--- src/rtl/scl_clock_unit_pkg.sv ---
// Shared definitions for the SCL clock unit.
//   - Phase lengths (in system clocks, 50 MHz) for push-pull and open-drain timing.
//   - Stall timer state encoding.
//   - phase_len(): length of a phase given the latched timing mode and the phase level.
package scl_clock_unit_pkg;

  localparam int unsigned PP_LOW  = 2;
  localparam int unsigned PP_HIGH = 2;
  localparam int unsigned OD_LOW  = 10;
  localparam int unsigned OD_HIGH = 2;

  localparam int unsigned PhaseCntW = 4;

  // Encoded so that bit 0 is "stalling" and bit 1 is "done".
  typedef enum logic [1:0] {
    StIdle  = 2'b00,
    StCount = 2'b01,
    StDone  = 2'b10
  } stall_state_e;

  function automatic logic [PhaseCntW-1:0] phase_len(input logic pp, input logic high);
    if (high) begin
      return pp ? PhaseCntW'(PP_HIGH) : PhaseCntW'(OD_HIGH);
    end
    return pp ? PhaseCntW'(PP_LOW) : PhaseCntW'(OD_LOW);
  endfunction

endpackage

--- src/rtl/scl_clock_unit_staller.sv ---
// Stall timer: holds SCL low for a programmable number of system clocks.
//   clk_i       system clock
//   rst_ni      asynchronous active-low reset
//   flag_i      stall request level
//   cycles_i    stall length in clocks (0 = complete immediately, no hold)
//   done_o      stall complete; held until flag_i drops
//   scl_stall_o high while the stall is holding SCL
module scl_staller
  import scl_clock_unit_pkg::*;
(
  input  logic       clk_i,
  input  logic       rst_ni,
  input  logic       flag_i,
  input  logic [4:0] cycles_i,
  output logic       done_o,
  output logic       scl_stall_o
);

  stall_state_e state_q, state_d;
  logic [4:0]   cnt_q, cnt_d;

  always_ff @(posedge clk_i or negedge rst_ni) begin
    if (!rst_ni) begin
      state_q <= StIdle;
      cnt_q   <= '0;
    end else begin
      state_q <= state_d;
      cnt_q   <= cnt_d;
    end
  end

  always_comb begin
    state_d = state_q;
    cnt_d   = cnt_q;
    unique case (state_q)
      StIdle: begin
        if (flag_i) begin
          if (cycles_i != 5'd0) begin
            state_d = StCount;
            cnt_d   = 5'd1;
          end else begin
            state_d = StDone;
          end
        end
      end
      StCount: begin
        if (!flag_i) begin
          // Abort: no done indication.
          state_d = StIdle;
          cnt_d   = '0;
        end else if (cnt_q >= cycles_i) begin
          state_d = StDone;
          cnt_d   = '0;
        end else begin
          cnt_d = cnt_q + 5'd1;
        end
      end
      StDone: begin
        if (!flag_i) begin
          state_d = StIdle;
        end
      end
      default: begin
        state_d = StIdle;
        cnt_d   = '0;
      end
    endcase
  end

  // State bits map directly onto the outputs, so both are flop outputs.
  always_comb begin
    scl_stall_o = state_q[0];
    done_o      = state_q[1];
  end

endmodule

--- src/rtl/scl_clock_unit.sv ---
// SCL clock generator with integrated stall timer.
//   i_sdr_ctrl_clk       system clock (50 MHz)
//   i_sdr_ctrl_rst_n     asynchronous active-low reset
//   i_sdr_scl_gen_pp_od  1 = push-pull (2 low / 2 high), 0 = open-drain (10 low / 2 high)
//   i_sdr_ctrl_scl_idle  hold SCL high, restart phase sequence
//   i_timer_cas          hold SCL high during tCAS, restart phase sequence
//   i_scl_gen_stall      stall request level
//   i_stall_cycles       stall length in clocks
//   o_scl                SCL level
//   o_scl_pos_edge       strobe in the cycle o_scl rises
//   o_scl_neg_edge       strobe in the cycle o_scl falls
//   o_stall_done         stall complete
//   o_scl_stall          SCL held low by the stall timer
module scl_clock_unit
  import scl_clock_unit_pkg::*;
(
  input  logic       i_sdr_ctrl_clk,
  input  logic       i_sdr_ctrl_rst_n,
  input  logic       i_sdr_scl_gen_pp_od,
  input  logic       i_sdr_ctrl_scl_idle,
  input  logic       i_timer_cas,
  input  logic       i_scl_gen_stall,
  input  logic [4:0] i_stall_cycles,
  output logic       o_scl,
  output logic       o_scl_pos_edge,
  output logic       o_scl_neg_edge,
  output logic       o_stall_done,
  output logic       o_scl_stall
);

  logic                 run_q, run_d;    // a phase sequence is in progress
  logic                 ph_q, ph_d;      // current phase level, 1 = HIGH
  logic [PhaseCntW-1:0] cnt_q, cnt_d;    // clocks spent in current phase, minus one
  logic                 mode_q, mode_d;  // timing mode latched at phase start
  logic                 frz_q, frz_d;    // generator was frozen on the previous edge
  logic                 scl_q, scl_d;
  logic                 pos_q, pos_d;
  logic                 neg_q, neg_d;
  logic                 stall_start;
  logic                 freeze;

  scl_staller u_staller (
    .clk_i       (i_sdr_ctrl_clk),
    .rst_ni      (i_sdr_ctrl_rst_n),
    .flag_i      (i_scl_gen_stall),
    .cycles_i    (i_stall_cycles),
    .done_o      (o_stall_done),
    .scl_stall_o (o_scl_stall)
  );

  // The staller enters COUNT on this edge exactly when it is idle (neither output set) and a
  // non-zero request is present; SCL must drop on that same edge.
  assign stall_start = i_scl_gen_stall && (i_stall_cycles != 5'd0) &&
                       !o_scl_stall && !o_stall_done;
  assign freeze      = o_scl_stall || stall_start;

  always_comb begin
    run_d  = run_q;
    ph_d   = ph_q;
    cnt_d  = cnt_q;
    mode_d = mode_q;
    frz_d  = frz_q;
    scl_d  = scl_q;
    if (freeze) begin
      scl_d = 1'b0;
      frz_d = 1'b1;
    end else if (i_sdr_ctrl_scl_idle || i_timer_cas) begin
      scl_d = 1'b1;
      run_d = 1'b0;
      ph_d  = 1'b0;
      cnt_d = '0;
      frz_d = 1'b0;
    end else if (!run_q) begin
      // First phase of a sequence is always LOW.
      run_d  = 1'b1;
      ph_d   = 1'b0;
      cnt_d  = '0;
      mode_d = i_sdr_scl_gen_pp_od;
      scl_d  = 1'b0;
      frz_d  = 1'b0;
    end else if (frz_q) begin
      // Leaving a stall: re-present the frozen phase at its frozen count.
      scl_d = ph_q;
      frz_d = 1'b0;
    end else if (cnt_q == phase_len(mode_q, ph_q) - PhaseCntW'(1)) begin
      ph_d   = ~ph_q;
      cnt_d  = '0;
      mode_d = i_sdr_scl_gen_pp_od;
      scl_d  = ~ph_q;
    end else begin
      cnt_d = cnt_q + PhaseCntW'(1);
      scl_d = ph_q;
    end
  end

  always_comb begin
    pos_d = scl_d && !scl_q;
    neg_d = !scl_d && scl_q;
  end

  always_ff @(posedge i_sdr_ctrl_clk or negedge i_sdr_ctrl_rst_n) begin
    if (!i_sdr_ctrl_rst_n) begin
      run_q  <= 1'b0;
      ph_q   <= 1'b0;
      cnt_q  <= '0;
      mode_q <= 1'b0;
      frz_q  <= 1'b0;
      scl_q  <= 1'b1;
      pos_q  <= 1'b0;
      neg_q  <= 1'b0;
    end else begin
      run_q  <= run_d;
      ph_q   <= ph_d;
      cnt_q  <= cnt_d;
      mode_q <= mode_d;
      frz_q  <= frz_d;
      scl_q  <= scl_d;
      pos_q  <= pos_d;
      neg_q  <= neg_d;
    end
  end

  assign o_scl          = scl_q;
  assign o_scl_pos_edge = pos_q;
  assign o_scl_neg_edge = neg_q;

endmodule

--- config.mk ---
export PLATFORM = sky130hd
export DESIGN_NAME = scl_clock_unit
export DESIGN_NICKNAME = d
export VERILOG_FILES = /design/src/rtl/scl_clock_unit_pkg.sv /design/src/rtl/scl_clock_unit_staller.sv /design/src/rtl/scl_clock_unit.sv
export SDC_FILE = /design/constraint.sdc
export NUM_CORES = 1
export LEC_CHECK = 0
export CORE_MARGIN = 2
export CORE_UTILIZATION = 50
export CTS_BUF_LIST = sky130_fd_sc_hd__clkbuf_4 sky130_fd_sc_hd__clkbuf_8
export CTS_CLUSTER_DIAMETER = 60
export DETAILED_ROUTE_END_ITERATION = 7
export GPL_TIMING_DRIVEN = 0
export PLACE_DENSITY = 0.74
export SYNTH_ARGS = -nofsm -noshare
export SYNTH_HDL_FRONTEND = slang
export SYNTH_HIERARCHICAL = 1
export SYNTH_SLANG_ARGS = --single-unit
--- constraint.sdc ---
create_clock -name i_sdr_ctrl_clk -period 2.6 [get_ports i_sdr_ctrl_clk]
set_input_delay 0.39 -clock i_sdr_ctrl_clk [delete_from_list [all_inputs] [get_ports i_sdr_ctrl_clk]]
set_output_delay 0.39 -clock i_sdr_ctrl_clk [all_outputs]
set_load 0.01 [all_outputs]
==> key figures <==
Status
  – Status: completed

Global route
  – Global-route wire length before repair: 3884 um
  – Tot GR Track Use: 0.2036
  – Vias in the first global route: 929
  – Initial antenna violation count: 0
  – Largest net degree at the start of global routing: 19
  – Grt ovf: 0

Power
  – Reg power frac: 0.419
  – Internal power: 0.6448 mW
  – Overall Power: 1.051 mW
  – Psw: 0.4060 mW
  – Power Density: 789.3 nW/um^2
  – Switching share of total power: 0.3864
  – Clock power share: 0.164
  – Worst vdd ir: 0.5569 mV
  – Pleak: 0.5760 nW
  – Comb power frac: 0.417

Timing
  – Tightest Pin Transition: 0.8027 ns
  – Endpoints failing hold: 0
  – Fin. max-slew vios: 0
  – Fin Setup TNS: 0 ns
  – Final period util: 0.8034
  – Final Setup Violations: 0
  – Relative slew slack: 0.4632
  – Worst Skew: 0.005224 ns
  – Minimum clock period: 2.089 ns
  – Final worst slack: 0.5112 ns
  – Hold_ws: 0.5410 ns
  – Fmax: 478.7 MHz
  – RSZ-0062 raised after global routing: no

CTS
  – # hold bufs at CTS: 0
  – Post-CTS Resized: 0
  – Clk sink count: 18
  – Inserted Clock Buffers: 3
  – TritonCTS clock tree: built
  – Post-CTS setup buffers: 0
  – Clk Latency, worst-skew pair: 0.30 ns
  – Clock transition at path regs: 0.10 ns
  – Max Root-Sink Buffers: 2
  – H-tree depth: 1
  – CTS root buf: clkbuf_4

Worst setup path
  – Setup CP Type: reg -> reg
  – Max FO, Critical Path: 3
  – R2r worst-path depth: 6
  – Worst reg2reg setup slack: 0.51 ns
  – Critical Path AT: 2.27 ns
  – Critical Path Source: cnt_q[1]$_DFFE_PN0P_
  – CP required: 2.78 ns
  – CP Launch Type: flip-flop
  – Critical R2R Launch: cnt_q[1]$_DFFE_PN0P_
  – Kind of end point of the critical path: flip-flop

Route
  – Vias: 900
  – DR DRC count: 0
  – Routed WL: 2170 um
  – DRT iter0 DRCs: 16
  – Initial DRT Pass Iterations: 4
  – Detail Route Antenna Nets: 0
  – Vias per Instance: 5.732
  – Wire per inst: 13.82 um

Hold path
  – Hold Crit Class: reg -> reg
  – Worst Hold Path Cells: 2
  – Hold path startpoint: o_scl$_DFF_PN1_

Placed design
  – Gpl congestion: 0.7678
  – Hpwl dp: 1711 um
  – # port buffers: 15
  – Worst slack at placement: 0.2510 ns

Synthesis
  – Asr flop ratio synth: 1.000
  – Number of synthesized flops with an enable pin: 0
  – Synth Warn #: 6
  – Post-Synthesis Cells: 110
  – Syn avg cell area: 10.09 um^2
  – Most frequent cell after synthesis: dfrtp_1
  – Top cells by instance count after synthesis: 17 x dfrtp_1, 13 x nand2_1, 10 x inv_1
  – Mapped Area: 1110 um^2
  – Leading area contributor after synthesis: dfrtp_1
  – Syn Nets: 129
  – Synth area leaders: dfrtp_1 38%, ha_1 9.0%, nand2_1 4.4%
  – Netlist cell types: 41
  – Yosys reg bits: 18
  – Post-synth top area share: 0.3833
  – Main synth FF type: dfrtp_1
  – Post-synthesis sequential area ratio: 0.4070

Job
  – Max-cap violations: 0

Floorplanning
  – Ports: 16
  – Die span in x: 51.11 um
  – Initial core utilization: 0.5166
  – Die ar.: 2612 um^2
  – Core area: 2148 um^2
  – FP Rows: 17
  – Die span in y: 51.11 um

Layout
  – Share of cells above drive strength 1: 0.1008
  – Fillers: 176
  – Area Overhead vs Synth: 19.96%
  – N_diodes: 0
  – Post-layout nets: 149
placed cells by master, fill, tap and decap left out, types with 2 or more instances in the layout:
cell type and instances:
clkbuf_4 3, nor2b_1 2, o21ai_0 2, inv_1 10, nand2_1 13, nor2_1 6
ha_1 8, dfrtp_1 17, a22o_1 2, clkdlybuf4s50_1 15, nand4b_1 3, xor2_1 2
o21ai_1 5, nand3_1 7, a21oi_1 4, nor3_1 2
cell families after synthesis:
| group | Yosys count | synth area share |
|---|---|---|
| AOI/OAI and AO/OA | 28 | 0.2278 |
| xor gates and xnor gates | 2 | 0.01579 |
| adders and majority gates | 8 | 0.09020 |
| buffers and inverters | 13 | 0.04960 |
| DFF | 18 | 0.4070 |
| muxes | 2 | 0.01917 |
| and+or+nand+nor | 39 | 0.1905 |
final timing paths:
| kind | end |
|---|---|
| max | mode_q$_DFFE_PN0P_ |
| min | o_scl_neg_edge$_DFF_PN0_ |
| max reg2reg | mode_q$_DFFE_PN0P_ |
| min reg2reg | o_scl_neg_edge$_DFF_PN0_ |
| max in group asynchronous | run_q$_DFFE_PN0N_ |
| min in group asynchronous | cnt_q[1]$_DFFE_PN0P_ |
layer usage:
metal  track usage  vias to the layer above  wire, um
met2        0.3723                       19      1107
met1        0.2275                      433       957
li1              -                      444         -
met4       0.09459                        0        44
met3       0.03509                        4        61
met5             0                        -         0
state kept, by name (all words and copies together), names as in the netlist:
register / count
cnt_q: 4
frz_q: 1
mode_q: 1
o_scl: 1
o_scl_neg_edge: 1
o_scl_pos_edge: 1
ph_q: 1
run_q: 1
u_staller/cnt_q: 5
u_staller/state_q: 2
area by class of cell:
cell class	instances	area (um^2)	area share
multi-input cells	79	603.1	0.4530
flip-flops and latches	18	451.7	0.3393
repair buffers	15	150.1	0.1128
inverters	12	50.05	0.03759
clock buffers	4	36.28	0.02726
well taps	28	35.03	0.02632
plain buffers	1	5.005	0.003759
power groups by stage:
stage                     clock, mW  sequential [mW]  combinational, mW
after floorplan                   0            0.442              0.279
after global placement            0            0.439              0.420
after detailed placement          0            0.444              0.440
after CTS                     0.178            0.440              0.440
after global routing          0.189            0.455              0.489
final                         0.172            0.441              0.438
through the flow:
stage / instance area, um^2 / utilization / instances
global placement: 1295 / 0.6028 / 153
finish: 1331 / 0.6197 / 157
CTS: 1331 / 0.6197 / 157
global route: 1331 / 0.6197 / 157
floorplan: 1110 / - / 110
detailed placement: 1295 / 0.6028 / 153
critical path, cell delays in order, from the launching register on:
cell and delay (ns):
dfrtp_1 0.42, inv_1 0.08, ha_1 0.17, nor3b_1 0.38, nand3_1 0.19, a2111oi_4 0.39
mux2_1 0.35
No activity file was read; power rests on OpenSTA's default activity.
==> patch 1: new RTL, config.mk and constraints unchanged <==
The package constant `PhaseCntW` goes from 4 to 5.
--- a/src/rtl/scl_clock_unit_pkg.sv
+++ b/src/rtl/scl_clock_unit_pkg.sv
@@ -9,7 +9,7 @@
   localparam int unsigned OD_LOW  = 10;
   localparam int unsigned OD_HIGH = 2;
 
-  localparam int unsigned PhaseCntW = 4;
+  localparam int unsigned PhaseCntW = 5;
 
   // Encoded so that bit 0 is "stalling" and bit 1 is "done".
   typedef enum logic [1:0] {
Behaviour: same outputs for any inputs over 10 cycles, from zero or initial values and one cycle with i_sdr_ctrl_rst_n low; that may be too few to reach the edited logic, so the function may still have changed.
==> patch 1 against the original RTL <==
- die area is 1.7% higher
- sequential cell count is 1 higher
- maximum frequency is 6.2% lower
- wire length is 1.7% higher
- first-iteration DRC count is 94% higher
- critical path type is now in2reg
- sequential power is 0.9% higher
- critical path depth stayed put
- utilization is 0.089 points lower
- design area is 0.85% higher
- power is 2.8% lower
- worst setup slack worse by 140 ps
- non-clock buffer count stayed put
- synthesized area is 1.8% higher
==> patch 1: results (changes against the original RTL) <==
- Status: complete, no violations (unchanged)
- Nets: 154 (was 149)
- Switching share of power: 0.380 (was 0.386)
- Multi-input gate area: 597 µm² (was 603 µm²)
- Gr usage total: 0.203 (was 0.204)
- Yosys cell types: 39 (was 41)
- Crit Path Category: in2reg (was reg2reg)
- #MultiIn Comb: 82 (was 79)
- Worst-path maximum fanout: 10 (was 3)
- Synth top area cells: dfrtp_1, ha_1, nand3_1 (was dfrtp_1, ha_1, nand2_1)
- CTS sink count: 19 (was 18)
- Via density: 5.76 (was 5.73)
- DRT iter0 DRCs: 31 (was 16)
- Clock Skew: 5.45 ps (was 5.22 ps)
- Final non-clock buffer share: 0.116 (was 0.117)
- Worst Tran Pin Value: 827 ps (was 803 ps)
- Biggest registers after layout: cnt_q (5), u_staller/cnt_q (5), u_staller/state_q (2) (was u_staller/cnt_q (5), cnt_q (4), u_staller/state_q (2))
- Layout cells sized above 1: 0.112 (was 0.101)
- Hold depth: 1 (was 2)
- Peak VDD IR: 0.466 mV (was 0.557 mV)
- Commonest cells post-synth: dfrtp_1, inv_1, nand2_1, nand3_1, o21ai_0 (was dfrtp_1, nand2_1, inv_1, ha_1, nand3_1)
- Inverters: 13 (was 12)
- Largest net degree at the start of global routing: 20 (was 19)
- Worst hold start: o_scl (unchanged)
- Worst Hold End: o_scl_pos_edge (was o_scl_neg_edge)
- Reg area: 477 µm² (was 452 µm²)
- # fillers: 195 (was 176)
- Clock Path Buffers: 2 (unchanged)
- Leakage: 0.565 nW (was 0.576 nW)
- Routed len/inst: 13.6 µm (was 13.8 µm)
- Vias in the first global route: 923 (was 929)
- Placer Congestion: 0.731 (was 0.768)
- Syn Nets: 134 (was 129)
- Sequential share of the synthesized area: 0.422 (was 0.407)
- Flop-to-flop setup slack: 540 ps (was 510 ps)
- CP arrival: 2410 ps (was 2270 ps)
- Post-DP HPWL: 1780 µm (was 1710 µm)
- Worst Setup SP: i_stall_cycles[3] (was cnt_q[1])
- First-pass GRT wire length: 4030 µm (was 3880 µm)
patch 1: cell count changes in the layout (fill, tap and decap cells not counted), sizes merged, moves of 2 or more:
cell,before,now
a22o,2,0
nor2b,2,4
a21oi,4,1
o2bb2ai,2,0
nand3,7,9
a211oi,0,3
nand2,13,11
nor2,6,3
o21ai,7,11
patch 1: worst max-delay path, stage by stage:
cell,delay (ps)
clkdlybuf4s50_1,440
or4_4,560
o32ai_4,320
inv_4,110
a211oi_1,240
mux2_2,370
patch 1: cells by family (layout without fill, tap and decap cells):
| family | Yosys count | count (layout) | synth area share |
|---|---|---|---|
| adder cells (fa/ha/maj) | 8 | 8 | 0.0886 |
| AND/OR/NAND/NOR | 41 | 41 | 0.198 |
| AO/OA/AOI/OAI | 29 | 29 | 0.206 |
| XOR/XNOR | 2 | 2 | 0.0155 |
| multiplexers | 2 | 2 | 0.0199 |
| buffers and inverters | 14 | 33 | 0.0498 |
| flip-flops | 19 | 19 | 0.422 |
patch 1: through the flow:
stage,util,cells,total power [mW],setup slack [ps],hold slack [ps]
floorplan,-,115,0.725,663,94.4
global placement,0.606,158,0.865,80.9,482
detailed placement,0.606,158,0.889,70.9,502
CTS,0.619,162,1.04,381,529
global route,0.619,162,1.12,298,552
finish,0.619,162,1.02,372,517
patch 1: power groups by stage:
stage / logic [mW] / registers [mW] / clock network, mW
final: 0.433 / 0.445 / 0.143
after floorplan: 0.274 / 0.451 / 0
after global routing: 0.489 / 0.463 / 0.165
after detailed placement: 0.437 / 0.453 / 0
after global placement: 0.416 / 0.449 / 0
after CTS: 0.438 / 0.447 / 0.152
patch 1: per-layer routing:
layer,share of wire,global-route usage,vias up
met5,0,0,-
met4,0.0063,0.0526,0
met3,0.032,0.0345,2
met2,0.50,0.340,11
met1,0.46,0.273,454
li1,-,-,466
==> patch 2: new RTL, same flow settings <==
Without the edit above. Make the reset (`i_sdr_ctrl_rst_n` and `rst_ni`) synchronous in 2 clocked blocks. Comments in the files are not updated.
--- a/src/rtl/scl_clock_unit_staller.sv
+++ b/src/rtl/scl_clock_unit_staller.sv
@@ -19,7 +19,7 @@
   stall_state_e state_q, state_d;
   logic [4:0]   cnt_q, cnt_d;
 
-  always_ff @(posedge clk_i or negedge rst_ni) begin
+  always_ff @(posedge clk_i) begin
     if (!rst_ni) begin
       state_q <= StIdle;
       cnt_q   <= '0;
--- a/src/rtl/scl_clock_unit.sv
+++ b/src/rtl/scl_clock_unit.sv
@@ -98,7 +98,7 @@
     neg_d = !scl_d && scl_q;
   end
 
-  always_ff @(posedge i_sdr_ctrl_clk or negedge i_sdr_ctrl_rst_n) begin
+  always_ff @(posedge i_sdr_ctrl_clk) begin
     if (!i_sdr_ctrl_rst_n) begin
       run_q  <= 1'b0;
       ph_q   <= 1'b0;
Check against the original RTL: differs if i_sdr_ctrl_rst_n is asserted again (counterexample within 4 cycles, from zero or initial values and one cycle with i_sdr_ctrl_rst_n low); with i_sdr_ctrl_rst_n held inactive, the same outputs for 10 cycles.
==> patch 2 against the original RTL <==
- wire length increased by 7.9%
- synthesized area down 1.9%
- register-to-register slack gained 99 ps
- design area shrank 2.7%
- via count up 8.0%
- worst setup slack got worse by 170 ps
- sequential cell count stayed put
- critical endpoint is now cnt_q[2]
- largest cell class unchanged
Power is not compared: it rests on default switching activity, and its combinational part moved more than twofold at a synthesized area within 25%.
==> patch 2: results (changes against the original RTL) <==
- CP max-delay cell: or4_1 (was dfrtp_1)
- CP arrival: 2440 ps (was 2270 ps)
- Via density: 5.75 (was 5.73)
- Final wirelength: 2340 µm (was 2170 µm)
- # fillers: 179 (was 176)
- TritonCTS Buffers: 3 (unchanged)
- Complex-gate fraction of the synthesized area: 0.225 (was 0.228)
- Worst Tran Pin Value: 457 ps (was 803 ps)
- Layout cells sized above 1: 0.0634 (was 0.101)
- Largest net degree at the start of global routing: 11 (was 19)
- Nets: 163 (was 149)
- Yosys warns: 6 (unchanged)
- Clock Skew: 5.55 ps (was 5.22 ps)
- Yosys cell types: 46 (was 41)
- Final hold slack: 472 ps (was 541 ps)
- Hold depth: 1 (was 2)
- Post-synthesis mux area share: 0.0184 (was 0.0192)
- Vias in the first global route: 908 (was 929)
- First-pass GRT wire length: 4060 µm (was 3880 µm)
- DRT iter0 DRCs: 10 (was 16)
- Clock root buffer: clkbuf_4 (unchanged)
- Sequential share of the synthesized area: 0.331 (was 0.407)
- Biggest registers after layout: u_staller/cnt_q (5), cnt_q (4), u_staller/state_q (2) (unchanged)
- Flop-to-flop setup slack: 610 ps (was 510 ps)
- Setup slack at placement: 22.7 ps (was 251 ps)
- Placed cell areas: 1270 µm² (was 1290 µm²)
- Gr usage total: 0.207 (was 0.204)
- Commonest cells post-synth: dfxtp_1, nand2_1, ha_1, inv_1, nor2_1 (was dfrtp_1, nand2_1, inv_1, ha_1, nand3_1)
- Worst-path clk slew: 100 ps (about the same)
- Via count: 972 (was 900)
- Synth top area cells: dfxtp_1, ha_1, nand2_1 (was dfrtp_1, ha_1, nand2_1)
- Pre-Repair DR Iteration Count: 4 (unchanged)
- Post-Synthesis Mean Instance Area: 8.78 µm² (was 10.1 µm²)
- Peak VDD IR: around 0.27 mV
- F_max: 443 MHz (was 479 MHz)
- # diodes: 0 (unchanged)
- Async S/R FF share, synth: 0 (was 1.00)
- R2R cell count: 5 (was 6)
- # resized after CTS: 0 (unchanged)
- Worst-Skew Late Latency: approximately 290 ps
- Initial antenna violation count: 0 (unchanged)
- HP Class: reg2reg (unchanged)
- Post-DP HPWL: 1780 µm (was 1710 µm)
- Postcts setup bufs: 0 (unchanged)
- Adder-cell share of the synthesized area: 0.0920 (was 0.0902)
- XOR/XNOR share of the synthesized area: 0.00805 (was 0.0158)
- Max incr delay on CP: 530 ps (was 420 ps)
- Clock Path Buffers: 2 (unchanged)
- Syn Nets: 143 (was 129)
- Largest delay share family, worst path: compound AO/OA/AOI/OAI gates (was simple AND/OR/NAND/NOR gates)
- Leakage: roughly 0.48 nW
- PortBufs: 15 (unchanged)
- Placer Congestion: 0.843 (was 0.768)
- H-tree depth: 1 (unchanged)
- Worst-path maximum fanout: 10 (was 3)
- Synth Flop Type: dfxtp_1 (was dfrtp_1)
- Status: complete, no violations (unchanged)
patch 2: layout make-up:
class / instances / area [µm²] / share of cell area
Timing Repair Buffer: 15 / 150 / 0.116
Tap cell: 27 / 33.8 / 0.0261
Sequential cell: 18 / 360 / 0.278
Inverter: 8 / 30.0 / 0.0232
Clock buffer: 3 / 22.5 / 0.0174
Multi-Input combinational cell: 96 / 691 / 0.533
Buffer: 2 / 7.51 / 0.00580
patch 2: worst register-to-register path: stages, from the launching register on:
cell,delay (ps)
dfxtp_1,390
or4_1,420
o32a_1,380
clkbuf_1,270
a211oi_1,300
o22ai_1,130
patch 2: cell families (layout without fill, tap and decap cells):
kind of cell,count (synthesis),after routing
AND/OR/NAND/NOR,54,54
AO/OA/AOI/OAI,31,31
flip-flops,18,18
buffers and inverters,10,28
adder cells (fa/ha/maj),8,8
multiplexers,2,2
XOR/XNOR,1,1
patch 2: worst paths after layout:
| check | start | endpoint |
|---|---|---|
| setup / recovery | i_stall_cycles[3] | cnt_q[2] |
| hold / removal | o_scl | o_scl_pos_edge |
| setup reg to reg | u_staller/state_q[0] | cnt_q[2] |
| hold reg to reg | o_scl | o_scl_pos_edge |
patch 2: routing by layer:
layer	track usage	vias up	wire length, µm
met5	0	-	0
met4	0.0676	0	13
met3	0.0476	2	121
met2	0.325	23	1070
met1	0.279	453	1140
li1	-	494	-
patch 2: report_power, final:
group | switching (mW) | internal [mW] | total, mW
clock | 0.0859 | 0.0539 | 0.140
sequential | 0.0141 | 0.289 | 0.303
combinational | 0.0621 | 0.0635 | 0.126
total | 0.162 | 0.407 | 0.569
